### config.mk
export PLATFORM = sky130hd
export DESIGN_NAME = tap_ctrl
export DESIGN_NICKNAME = d
export VERILOG_FILES = /design/src/rtl/jtag_types_pkg.sv /design/src/rtl/tap_fsm.sv /design/src/rtl/tap_ctrl.sv
export SDC_FILE = /design/constraint.sdc
export NUM_CORES = 1
export LEC_CHECK = 0
export BUFFER_PORTS_ARGS = -buffer_cell sky130_fd_sc_hd__clkbuf_2
export CORE_MARGIN = 4
export CORE_UTILIZATION = 45
export DETAILED_ROUTE_END_ITERATION = 6
export GPL_TIMING_DRIVEN = 0
export PLACE_DENSITY = 0.79
export SYNTH_ARGS = -nofsm -noshare
export SYNTH_HDL_FRONTEND = slang
export SYNTH_SLANG_ARGS = --single-unit
### constraint.sdc
create_clock -name TCK -period 1.24 [get_ports TCK]
set_input_delay 0.248 -clock TCK [delete_from_list [all_inputs] [get_ports TCK]]
set_output_delay 0.248 -clock TCK [all_outputs]
set_load 0.03 [all_outputs]
### src/rtl/jtag_types_pkg.sv
// Shared JTAG TAP types: 16-state TAP encoding and instruction opcodes.
package jtag_types_pkg;

    typedef enum logic [3:0] {
        TLR    = 4'h0,
        RTI    = 4'h1,
        SEL_DR = 4'h2,
        CAP_DR = 4'h3,
        SH_DR  = 4'h4,
        EX1_DR = 4'h5,
        PAU_DR = 4'h6,
        EX2_DR = 4'h7,
        UPD_DR = 4'h8,
        SEL_IR = 4'h9,
        CAP_IR = 4'hA,
        SH_IR  = 4'hB,
        EX1_IR = 4'hC,
        PAU_IR = 4'hD,
        EX2_IR = 4'hE,
        UPD_IR = 4'hF
    } tap_state_t;

    // Opcodes; BYPASS is all ones and is truncated to the IR width at use.
    localparam int unsigned OP_EXTEST         = 0;
    localparam int unsigned OP_SAMPLE_PRELOAD = 1;
    localparam int unsigned OP_IDCODE         = 2;
    localparam logic [31:0] OP_BYPASS         = '1;

    // True for the states in which TDO is sourced from the instruction register.
    function automatic logic is_ir_path(input tap_state_t s);
        return (s == CAP_IR) || (s == SH_IR)  || (s == EX1_IR) ||
               (s == PAU_IR) || (s == EX2_IR) || (s == UPD_IR);
    endfunction

endpackage

### src/rtl/tap_fsm.sv
// IEEE 1149.1 TAP state machine: state register, TMS next-state logic and
// DR strobe / Test-Logic-Reset decode.
module tap_fsm
    import jtag_types_pkg::*;
(
    input  logic       i_tck,
    input  logic       i_trst,
    input  logic       i_tms,
    output tap_state_t o_state,
    output tap_state_t o_next,
    output logic       o_dr_capture,
    output logic       o_dr_shift,
    output logic       o_dr_update,
    output logic       o_tlr
);

    tap_state_t r_state;
    tap_state_t w_next;

    // Standard TMS-driven transition table.
    always_comb begin
        w_next = TLR;
        case (r_state)
            TLR:     w_next = i_tms ? TLR    : RTI;
            RTI:     w_next = i_tms ? SEL_DR : RTI;
            SEL_DR:  w_next = i_tms ? SEL_IR : CAP_DR;
            CAP_DR:  w_next = i_tms ? EX1_DR : SH_DR;
            SH_DR:   w_next = i_tms ? EX1_DR : SH_DR;
            EX1_DR:  w_next = i_tms ? UPD_DR : PAU_DR;
            PAU_DR:  w_next = i_tms ? EX2_DR : PAU_DR;
            EX2_DR:  w_next = i_tms ? UPD_DR : SH_DR;
            UPD_DR:  w_next = i_tms ? SEL_DR : RTI;
            SEL_IR:  w_next = i_tms ? TLR    : CAP_IR;
            CAP_IR:  w_next = i_tms ? EX1_IR : SH_IR;
            SH_IR:   w_next = i_tms ? EX1_IR : SH_IR;
            EX1_IR:  w_next = i_tms ? UPD_IR : PAU_IR;
            PAU_IR:  w_next = i_tms ? EX2_IR : PAU_IR;
            EX2_IR:  w_next = i_tms ? UPD_IR : SH_IR;
            UPD_IR:  w_next = i_tms ? SEL_DR : RTI;
            default: w_next = TLR;
        endcase
    end

    // State register; TRST overrides TMS.
    always_ff @(posedge i_tck) begin
        if (i_trst) begin
            r_state <= TLR;
        end else begin
            r_state <= w_next;
        end
    end

    assign o_state      = r_state;
    assign o_next       = i_trst ? TLR : w_next;
    assign o_dr_capture = (r_state == CAP_DR);
    assign o_dr_shift   = (r_state == SH_DR);
    assign o_dr_update  = (r_state == UPD_DR);
    assign o_tlr        = (r_state == TLR);

endmodule

### src/rtl/tap_ctrl.sv
// JTAG TAP controller: TAP FSM, instruction register and instruction decode.
// Define TAP_IDCODE_EN to decode IDCODE and make it the reset instruction;
// otherwise opcode 0x2 decodes as BYPASS and BYPASS is the reset instruction.
module tap_ctrl
    import jtag_types_pkg::*;
#(
    parameter int unsigned IR_WIDTH = 4
) (
    input  logic                TCK,
    input  logic                TRST,
    input  logic                TMS,
    input  logic                TDI,
    output logic                dr_capture,
    output logic                dr_shift,
    output logic                dr_update,
    output logic                ir_tdo,
    output logic                tdo_sel,
    output logic                bsr_select,
    output logic                bypass_select,
    output logic                idcode_select,
    output logic                mode,
    output logic                tlr_reset,
    output logic [IR_WIDTH-1:0] ir_out
);

    localparam logic [IR_WIDTH-1:0] C_BYPASS  = IR_WIDTH'(OP_BYPASS);
    localparam logic [IR_WIDTH-1:0] C_CAPTURE = IR_WIDTH'(1);
`ifdef TAP_IDCODE_EN
    localparam logic [IR_WIDTH-1:0] C_RST_IR  = IR_WIDTH'(OP_IDCODE);
`else
    localparam logic [IR_WIDTH-1:0] C_RST_IR  = C_BYPASS;
`endif

    tap_state_t          w_state;
    tap_state_t          w_next;
    logic [IR_WIDTH-1:0] r_ir_shift;
    logic [IR_WIDTH-1:0] r_ir;
    logic                w_bsr;
    logic                w_byp;
    logic                w_idc;
    logic                w_mode;

    tap_fsm u_fsm (
        .i_tck        (TCK),
        .i_trst       (TRST),
        .i_tms        (TMS),
        .o_state      (w_state),
        .o_next       (w_next),
        .o_dr_capture (dr_capture),
        .o_dr_shift   (dr_shift),
        .o_dr_update  (dr_update),
        .o_tlr        (tlr_reset)
    );

    // IR shift register and active instruction; entry into TLR (by TRST or
    // by TMS) reloads the reset instruction and discards any pending shift.
    always_ff @(posedge TCK) begin
        if (TRST) begin
            r_ir_shift <= C_CAPTURE;
            r_ir       <= C_RST_IR;
        end else begin
            case (w_state)
                CAP_IR:  r_ir_shift <= C_CAPTURE;
                SH_IR:   r_ir_shift <= {TDI, r_ir_shift[IR_WIDTH-1:1]};
                UPD_IR:  r_ir       <= r_ir_shift;
                default: ;
            endcase
            if (w_next == TLR) begin
                r_ir <= C_RST_IR;
            end
        end
    end

    // One-hot data-register select decoded from the active instruction.
    always_comb begin
        w_bsr  = 1'b0;
        w_byp  = 1'b0;
        w_idc  = 1'b0;
        w_mode = 1'b0;
        case (r_ir)
            IR_WIDTH'(OP_EXTEST): begin
                w_bsr  = 1'b1;
                w_mode = 1'b1;
            end
            IR_WIDTH'(OP_SAMPLE_PRELOAD): w_bsr = 1'b1;
`ifdef TAP_IDCODE_EN
            IR_WIDTH'(OP_IDCODE):         w_idc = 1'b1;
`endif
            default:                      w_byp = 1'b1;
        endcase
    end

    assign ir_tdo        = r_ir_shift[0];
    assign tdo_sel       = is_ir_path(w_state);
    assign bsr_select    = w_bsr;
    assign bypass_select = w_byp;
    assign idcode_select = w_idc;
    assign mode          = w_mode;
    assign ir_out        = r_ir;

endmodule

After elaboration in Yosys (flattened, before gate mapping)
Cells that the tools add are included.
{"block": "totals", "reg_bits": 12, "elab_cells": 51}
{"block": "op_classes", "muxes": 18, "n_reduce_logical": 14, "eq_ne": 16}
{"op": "4-bit case mux with 12 select lines", "count": 1}
{"op": "4-bit == test, second input constant", "count": 8}
{"op": "4-bit two-way mux", "count": 5}
{"op": "4-bit by 3-bit == test with 1-bit output, second input constant", "count": 4}
{"op": "4-bit logical NOT", "count": 3}
{"op": "4-bit by 1-bit == test with 1-bit output, second input constant", "count": 2}
{"op": "4-bit by 2-bit == test with 1-bit output, second input constant", "count": 2}
{"op": "4-bit case mux with 2 select lines", "count": 1}
{"op": "2-bit OR reduction", "count": 4}
{"op": "1-bit two-way mux", "count": 6}
{"op": "2-bit two-way mux", "count": 3}
{"op": "3-bit two-way mux", "count": 2}
{"op": "1-bit logical OR", "count": 5}
{"op": "3-bit OR reduction", "count": 1}
{"op": "2-bit nonzero test", "count": 1}

Longest topological paths before layout
Gate-level depths: netlist of run 1.
{"block": "depth", "ltp_word": 6, "ltp_mapped": 5, "ltp_nobuf": 3}

By module
From an unflattened synthesis of run 1, not the netlist that was laid out.
{"block": "hier_totals", "cells_unflattened": 79, "area_unflattened_um2": 663.1}
{"mod": "tap_ctrl", "seq_area_each_um2": 160.2, "n_inst": 1, "area_per_inst_um2": 340.3, "cells_per_inst": 36}
{"mod": "tap_fsm", "seq_area_each_um2": 80.1, "n_inst": 1, "area_per_inst_um2": 322.8, "cells_per_inst": 43}

Least setup slack after synthesis of run 1
Ideal clock, no wire load.
{"block": "synth_path", "path_kind": "register to output", "startpoint": "register r_ir[1], in the netlist ir_out[1]", "endpoint": "output port mode", "t_arrival_ns": 2.076, "path_stages_with_launch": 4, "path_buffers": 0, "t_required_ns": 0.992, "path_slack_ns": -1.084, "cell_sequence": "dfxtp_1 > nor3_1 > inv_1 > nor2_1"}
{"block": "synth_between", "elab_chain_cells": 2}
{"item": "start: declaration", "line_no": "tap_ctrl.sv:37", "text": "logic [IR_WIDTH-1:0] r_ir;"}
{"item": "start signal: assignment", "line_no": "tap_ctrl.sv:65", "text": "UPD_IR: r_ir <= r_ir_shift;"}
{"item": "4-bit logical NOT", "line_no": "tap_ctrl.sv:80", "text": "case (r_ir)"}
{"item": "1-bit two-way mux", "line_no": "tap_ctrl.sv:80"}
{"item": "end: declaration", "line_no": "tap_ctrl.sv:21", "text": "output logic mode,"}
Every way passes these cells.

Worst setup path after layout of run 1
{"block": "layout_path", "startpoint": "register u_fsm.r_state[0], in the netlist u_fsm.o_state[0]", "endpoint": "output port dr_update"}
{"block": "layout_between", "elab_chain_cells": 1}
{"item": "start: declaration", "line_no": "tap_fsm.sv:17", "text": "tap_state_t r_state;"}
{"item": "start signal: assignment", "line_no": "tap_fsm.sv:49", "text": "r_state <= w_next;"}
{"item": "4-bit == test", "line_no": "tap_fsm.sv:57", "text": "assign o_dr_update = (r_state == UPD_DR);"}
{"item": "end: declaration", "line_no": "tap_ctrl.sv:15", "text": "output logic dr_update,"}
Every way passes these cells.

==> results of run 1 <==
==> worst max-delay path: cells and delay by family (launching register included) <==
| family | cells | cell delay (ps) |
|---|---|---|
| buf+inv | 2 | 350 |
| flops | 1 | 370 |
| simple gates | 1 | 310 |
==> final timing paths <==
path | end | start | slack (ps) | cells past startpoint
worst max register to register | u_fsm.o_state[1]$_DFF_P_ | u_fsm.o_state[1]$_DFF_P_ | -180 | 4
worst min-delay path | r_ir_shift[3]$_SDFFE_PP0P_ | TDI | 280 | 3
worst min register to register | r_ir_shift[2]$_SDFFE_PP0P_ | r_ir_shift[2]$_SDFFE_PP0P_ | 540 | 2
worst max-delay path | dr_update | u_fsm.o_state[0]$_DFF_P_ | -320 | 3
==> cell families after synthesis <==
logic type                after synthesis  synth area share, %
muxes                                   4                5.725
DFF                                    12                34.35
buffers and inverters                  14                11.81
xor gates and xnor gates                2                2.505
and+or+nand+nor                        36                28.26
other                                   1               0.5362
AOI/OAI and AO/OA                      18                16.82
==> flip-flops by register name, indices dropped and copies added, names as in the netlist <==
signal	cells
r_ir_shift	4
ir_out	4
u_fsm.o_state	4
==> where the power goes <==
group          internal [uW]  switching (uW)
clock                    179             140
sequential               386            10.8
combinational            132             154
total                    697             305
==> cell usage in the layout (no fill, tap or decap), types with 3 or more instances in the layout <==
cell and count:
a21oi_2 3, buf_4 13, buf_6 10, buf_8 8, clkbuf_2 7, clkbuf_4 3
clkbuf_8 4, dfxtp_1 5, dfxtp_4 5, mux2i_1 4, nand2_1 6, nand2b_1 3
nand3_1 4, nor2_1 3
==> metal layers <==
| layer | vias to the layer above | GRT usage, % | part of all wire (%) |
|---|---|---|---|
| li1 | 385 | - | - |
| met3 | 29 | 8.647 | 9.9 |
| met2 | 76 | 40.64 | 49 |
| met1 | 440 | 33.49 | 35 |
| met4 | 0 | 13.26 | 6.1 |
| met5 | - | 0 | 0 |
==> final cells by class <==
cell class	instances	area share (%)
multi-input cells	61	42.29
plain buffers	7	6.041
inverters	4	1.859
well taps	15	1.394
flip-flops and latches	12	19.42
repair buffers	37	26.30
clock buffers	4	2.695
==> repair_timing <==
| action | 4_1_cts | 5_1_grt |
|---|---|---|
| cloned | 0 | 0 |
| setup buffers | 18 | 5 |
| pin swaps | 12 | 16 |
| gates resized for setup | 37 | 41 |
| setup endpoints to repair | 15 | 20 |
==> stage by stage <==
stage,instances,area [um^2],setup slack [ps],TNS [ps]
2_1_floorplan,87,805.8,-151.3,-192.7
3_3_place_gp,117,899.6,-104.6,-606.7
3_5_place_dp,117,899.6,-140.6,-951.3
4_1_cts,136,1162,-271.5,-1577
5_1_grt,140,1346,-346.3,-3486
6_report,140,1346,-319.7,-2931
==> results.json, run 1 <==
{
  "yosysMostFrequentCell": "dfxtp_1",
  "max_freq_ghz": 0.6412,
  "ys_top_cells_by_area": "dfxtp_1 (34%), mux2i_1 (5.7%), a21oi_1 (4.3%), buf_4 (4.3%), nand2_1 (4.3%)",
  "dieArea_mm2": 0.002249,
  "worst_pin_slew_ps": 752.8,
  "initialDrtViolationCount": 50,
  "diodes": 0,
  "synth-edff-count": 0,
  "numClockSinks": 12,
  "postRouteAntennaNets": 0,
  "ios": 18,
  "hold_viol_final": 0,
  "synth_flop_cell": "dfxtp_1",
  "final.fill_count": 23,
  "outcome": "finished with violations",
  "synth_area_leader_cell": "dfxtp_1",
  "skew_ps": 2.752,
  "overflow": 0,
  "rows": 13,
  "synthCells": 87,
  "numCtsBuffers": 3,
  "vias": 930,
  "avgSynthCellArea_um2": 8.039,
  "die_h_um": 47.43,
  "nets": 130,
  "synthArstFlopShare_pct": 0,
  "cts_root_buf": "clkbuf_4",
  "ys_ff_latch": 12,
  "ys_seq_area_share_pct": 34.35,
  "p_per_area_mw_per_mm2": 744.3,
  "grt_max_degree": 11,
  "startpoint_type": "flip-flop",
  "dr.pass1.iters": 4,
  "gr-usage-all-layers_pct": 26.60,
  "max-cap-violations": 0,
  "grt_pass1_wl_um": 4077,
  "setup_ws_ps": -319.7,
  "clockBufferDepth": 2,
  "viasPerCell": 6.643,
  "peakVddDrop_mv": 0.5080,
  "synth_top_area_share_pct": 34.35,
  "p_leak_uw": 0.0005424,
  "slowest_stage": "dfxtp_4",
  "dp_hpwl_um": 1221,
  "path_clk_slew_ps": 80,
  "seq_area_um2": 261.5,
  "hold_path_class": "primary input to flip-flop",
  "synth_nets": 91,
  "coreArea_mm2": 0.001383,
  "h-tree-depth": 1,
  "wl_per_cell_um": 25.86,
  "slew_violations": 0,
  "gp_congestion": 0.7856,
  "critical_path_peak_fanout": 6,
  "finalCriticalPeriod_ps": 1560,
  "whs_ps": 276.3,
  "clock_latency_ps": 280,
  "critPathRequiredTime_ps": 990,
  "fin_crit_sh_pct": 125.8,
  "multi_input_area_um2": 569.3,
  "grt_antenna_before_repair": 0,
  "violations": "negative setup slack",
  "slew_headroom_pct": 49.81,
  "area_growth_pct": 92.49,
  "routed_wl_um": 3621,
  "postCtsHoldBufs": 0,
  "drc": 0,
  "synth.cell_area_um2": 699.4,
  "grt_pass1_vias": 849,
  "portBuffers": 15,
  "setup_viol_count_final": 17,
  "rsz0062_at_grt": "true",
  "ys_warn_count": 0,
  "crit_path_cell_trace": "buf_8 > nor4b_4 > clkbuf_8",
  "die_w_um": 47.43,
  "arrival_ps": 1310,
  "ys_top_cells_by_count": "dfxtp_1 (12), nand2_1 (8), a21oi_1 (6)",
  "post-route-util_pct": 97.38,
  "cp-end-kind": "primary output",
  "initial_core_util_pct": 50.59,
  "cp_slowest_stage_delay_ps": 370,
  "synth.distinct_cells": 33,
  "drive_above_1_share_pct": 66.40,
  "worstSetupPathType": "flip-flop to primary output",
  "cts_tree": "done",
  "p_total_uw": 1002
}
(Power assumes the default switching activity.)
==> inputs of run 2 (changes only) <==
- ABC_AREA: unset -> 1
- CORE_UTILIZATION: 45 -> 46
- PLACE_DENSITY: 0.79 -> 0.8
==> run 2 against run 1 <==
  * The run still ends with negative setup slack left
  * Die area is 3.9% higher
  * Critical endpoint is now dr_capture
  * Critical path type unchanged
  * Worst setup slack better by 130 ps
  * Synthesized cell count is 38% higher
  * Global-route usage is 7.5 points lower
  * Sequential power is 2% higher
  * Largest power group unchanged
  * First-iteration DRC count is 44% lower
  * Via count is 4.9% lower
  * Final area is 12% lower
==> results.json, run 2 <==
{
  "postRouteAntennaNets": 0,
  "ys_warn_count": 0,
  "outcome": "finished with violations",
  "final_common_cell": "nand2_1",
  "yosysMostFrequentCell": "nand2_1",
  "die_w_um": 48.33,
  "p_per_area_mw_per_mm2": 766.3,
  "diodes": 0,
  "arrival_ps": 1180,
  "dr.pass1.iters": 4,
  "seqPwrFrac_pct": 44.7,
  "viasPerCell": 5.358,
  "p_leak_uw": 0.0006002,
  "coreArea_mm2": 0.001524,
  "synth_flop_cell": "dfxtp_1",
  "avgSynthCellArea_um2": 6.235,
  "ys_top_cells_by_count": "nand2_1 (39), nor2_1 (18), inv_1 (14)",
  "peakVddDrop_mv": 0.6652,
  "numClockSinks": 12,
  "startpoint_type": "flip-flop",
  "synth.cell_area_um2": 748.2,
  "grt_pass1_wl_um": 3567,
  "initialDrtViolationCount": 28,
  "dieArea_mm2": 0.002336,
  "placed_cell_area_um2": 877.1,
  "drc": 0,
  "synth_top_area_share_pct": 32.11,
  "initial_core_util_pct": 49.10,
  "comb_power_share_pct": 20.3,
  "final_cell_mix": "nand2_1 (32), buf_4 (11), inv_1 (8), nor2_1 (8)",
  "grt_pass1_vias": 834,
  "fin_crit_sh_pct": 115.0,
  "p_clk_share_pct": 35.0,
  "place_inst": 150,
  "h-tree-depth": 1,
  "cts_tree": "done",
  "cp-end-kind": "primary output",
  "ios": 18,
  "swShare_pct": 29.00,
  "internal_power_uw": 641.9,
  "routed_wl_um": 2335,
  "clockBufferDepth": 2,
  "slew_violations": 0,
  "area_growth_pct": 57.69,
  "skew_ps": 0.9925,
  "rows": 14,
  "finalInstanceArea_mm2": 0.001180,
  "clock_latency_ps": 270,
  "worstSetupPathType": "flip-flop to primary output",
  "portBuffers": 14,
  "gr-usage-all-layers_pct": 19.08,
  "path_clk_slew_ps": 80,
  "ys_top_cells_by_area": "dfxtp_1 (32%), nand2_1 (20%), nor2_1 (9.0%), inv_1 (7.0%), mux2i_1 (5.4%)",
  "gp_congestion": 0.8975,
  "max_freq_ghz": 0.7010,
  "drive_above_1_share_pct": 50.34,
  "power.switching_uw": 262.2,
  "vias": 884,
  "nets": 154,
  "dp_hpwl_um": 1351,
  "violations": "negative setup slack",
  "overflow": 0,
  "ys_seq_area_share_pct": 32.11,
  "setup_ws_ps": -186.4,
  "cts_root_buf": "clkbuf_4",
  "setup_viol_count_final": 13,
  "synth_area_leader_cell": "dfxtp_1",
  "synthCells": 120,
  "grt_antenna_before_repair": 0,
  "hold_path_class": "primary input to flip-flop",
  "numCtsBuffers": 3,
  "grt_max_degree": 9,
  "final.fill_count": 114,
  "wl_per_cell_um": 14.15,
  "critPathRequiredTime_ps": 990,
  "critical_path_peak_fanout": 7,
  "max-cap-violations": 0,
  "synth_nets": 124,
  "ys_ff_latch": 12,
  "synth.distinct_cells": 21,
  "synthArstFlopShare_pct": 0,
  "hold_viol_final": 0,
  "rsz0062_at_grt": "true",
  "finalCriticalPeriod_ps": 1426,
  "die_h_um": 48.33,
  "finalNonFillerCells": 165,
  "synth-edff-count": 0
}
[run 2: cell types whose count changed in the layout (fill, tap and decap cells not counted), sizes merged, moves of 5 or more]
cell	change
nand2	+33
inv	+12
nand3	+5
buf	-13
nor2	+14
[run 2: kinds of logic after synthesis]
logic type,share of synthesized area (%)
buf+inv,13.21
flops,32.11
other cells,0.5012
compound gates,7.359
simple gates,41.47
mux,5.351
[run 2: cell type report]
| cell class | instances | area [um^2] | area share (%) |
|---|---|---|---|
| timing repair buffer | 26 | 239.0 | 20.25 |
| tap | 16 | 20.02 | 1.697 |
| clock buffer | 4 | 36.28 | 3.075 |
| multi-input combinational | 87 | 525.5 | 44.54 |
| inverter | 16 | 67.56 | 5.726 |
| sequential | 12 | 255.2 | 21.63 |
| buffer | 4 | 36.28 | 3.075 |
[run 2: per-stage QoR]
step           worst slack (ps)  total power (uW)  setup TNS, ps  utilization [%]  hold WS, ps
6_report                 -186.4             904.1          -1828            77.42        196.5
5_1_grt                  -310.7             952.3          -3095            77.42        202.1
4_1_cts                  -161.3             881.9          -1687            70.11        195.7
3_5_place_dp             -212.9             538.2         -899.7            57.55        474.1
3_3_place_gp             -206.8             537.2         -847.1            57.55        465.0
2_1_floorplan            -216.6             511.4         -216.6                -        390.9
[run 2: timing repair]
item	4_1_cts	5_1_grt
buffers inserted	10	2
cloned	0	0
hold buffers	0	0
pin swaps	7	10
setup endpoints to repair	14	18
gates resized for setup	31	33
[run 2: worst max-delay path, stage by stage, from the launching register on]
cell and delay [ps]:
dfxtp_2 340, buf_12 140, nor2_4 140, nand2_2 100, inv_2 70, buf_8 110
[run 2: worst paths after layout]
check / start / endpoint / slack [ps] / cells after the start
setup reg to reg: u_fsm.o_state[2]$_DFF_P_ / ir_out[1]$_SDFFE_PP1N_ / -180 / 8
hold reg to reg: r_ir_shift[3]$_SDFFE_PP0P_ / r_ir_shift[3]$_SDFFE_PP0P_ / 490 / 2
setup / recovery: u_fsm.o_state[3]$_DFF_P_ / dr_capture / -190 / 5
hold / removal: TDI / r_ir_shift[3]$_SDFFE_PP0P_ / 200 / 3
[run 2: layer usage]
layer  up-vias  share of wire (%)  track usage (%)
met2        29                 56            35.00
met1       415                 36            20.11
li1        430                  -                -
met3        10                4.2            2.147
met5         -                  0                0
met4         0                3.0            11.98
[run 2: power groups by stage]
| stage | combinational [uW] | sequential [uW] | clock [uW] |
|---|---|---|---|
| global placement | 126 | 411 | 0 |
| detailed placement | 128 | 410 | 0 |
| floorplan | 103 | 409 | 0 |
| global route | 200 | 405 | 347 |
| finish | 184 | 404 | 317 |
| CTS | 161 | 402 | 319 |
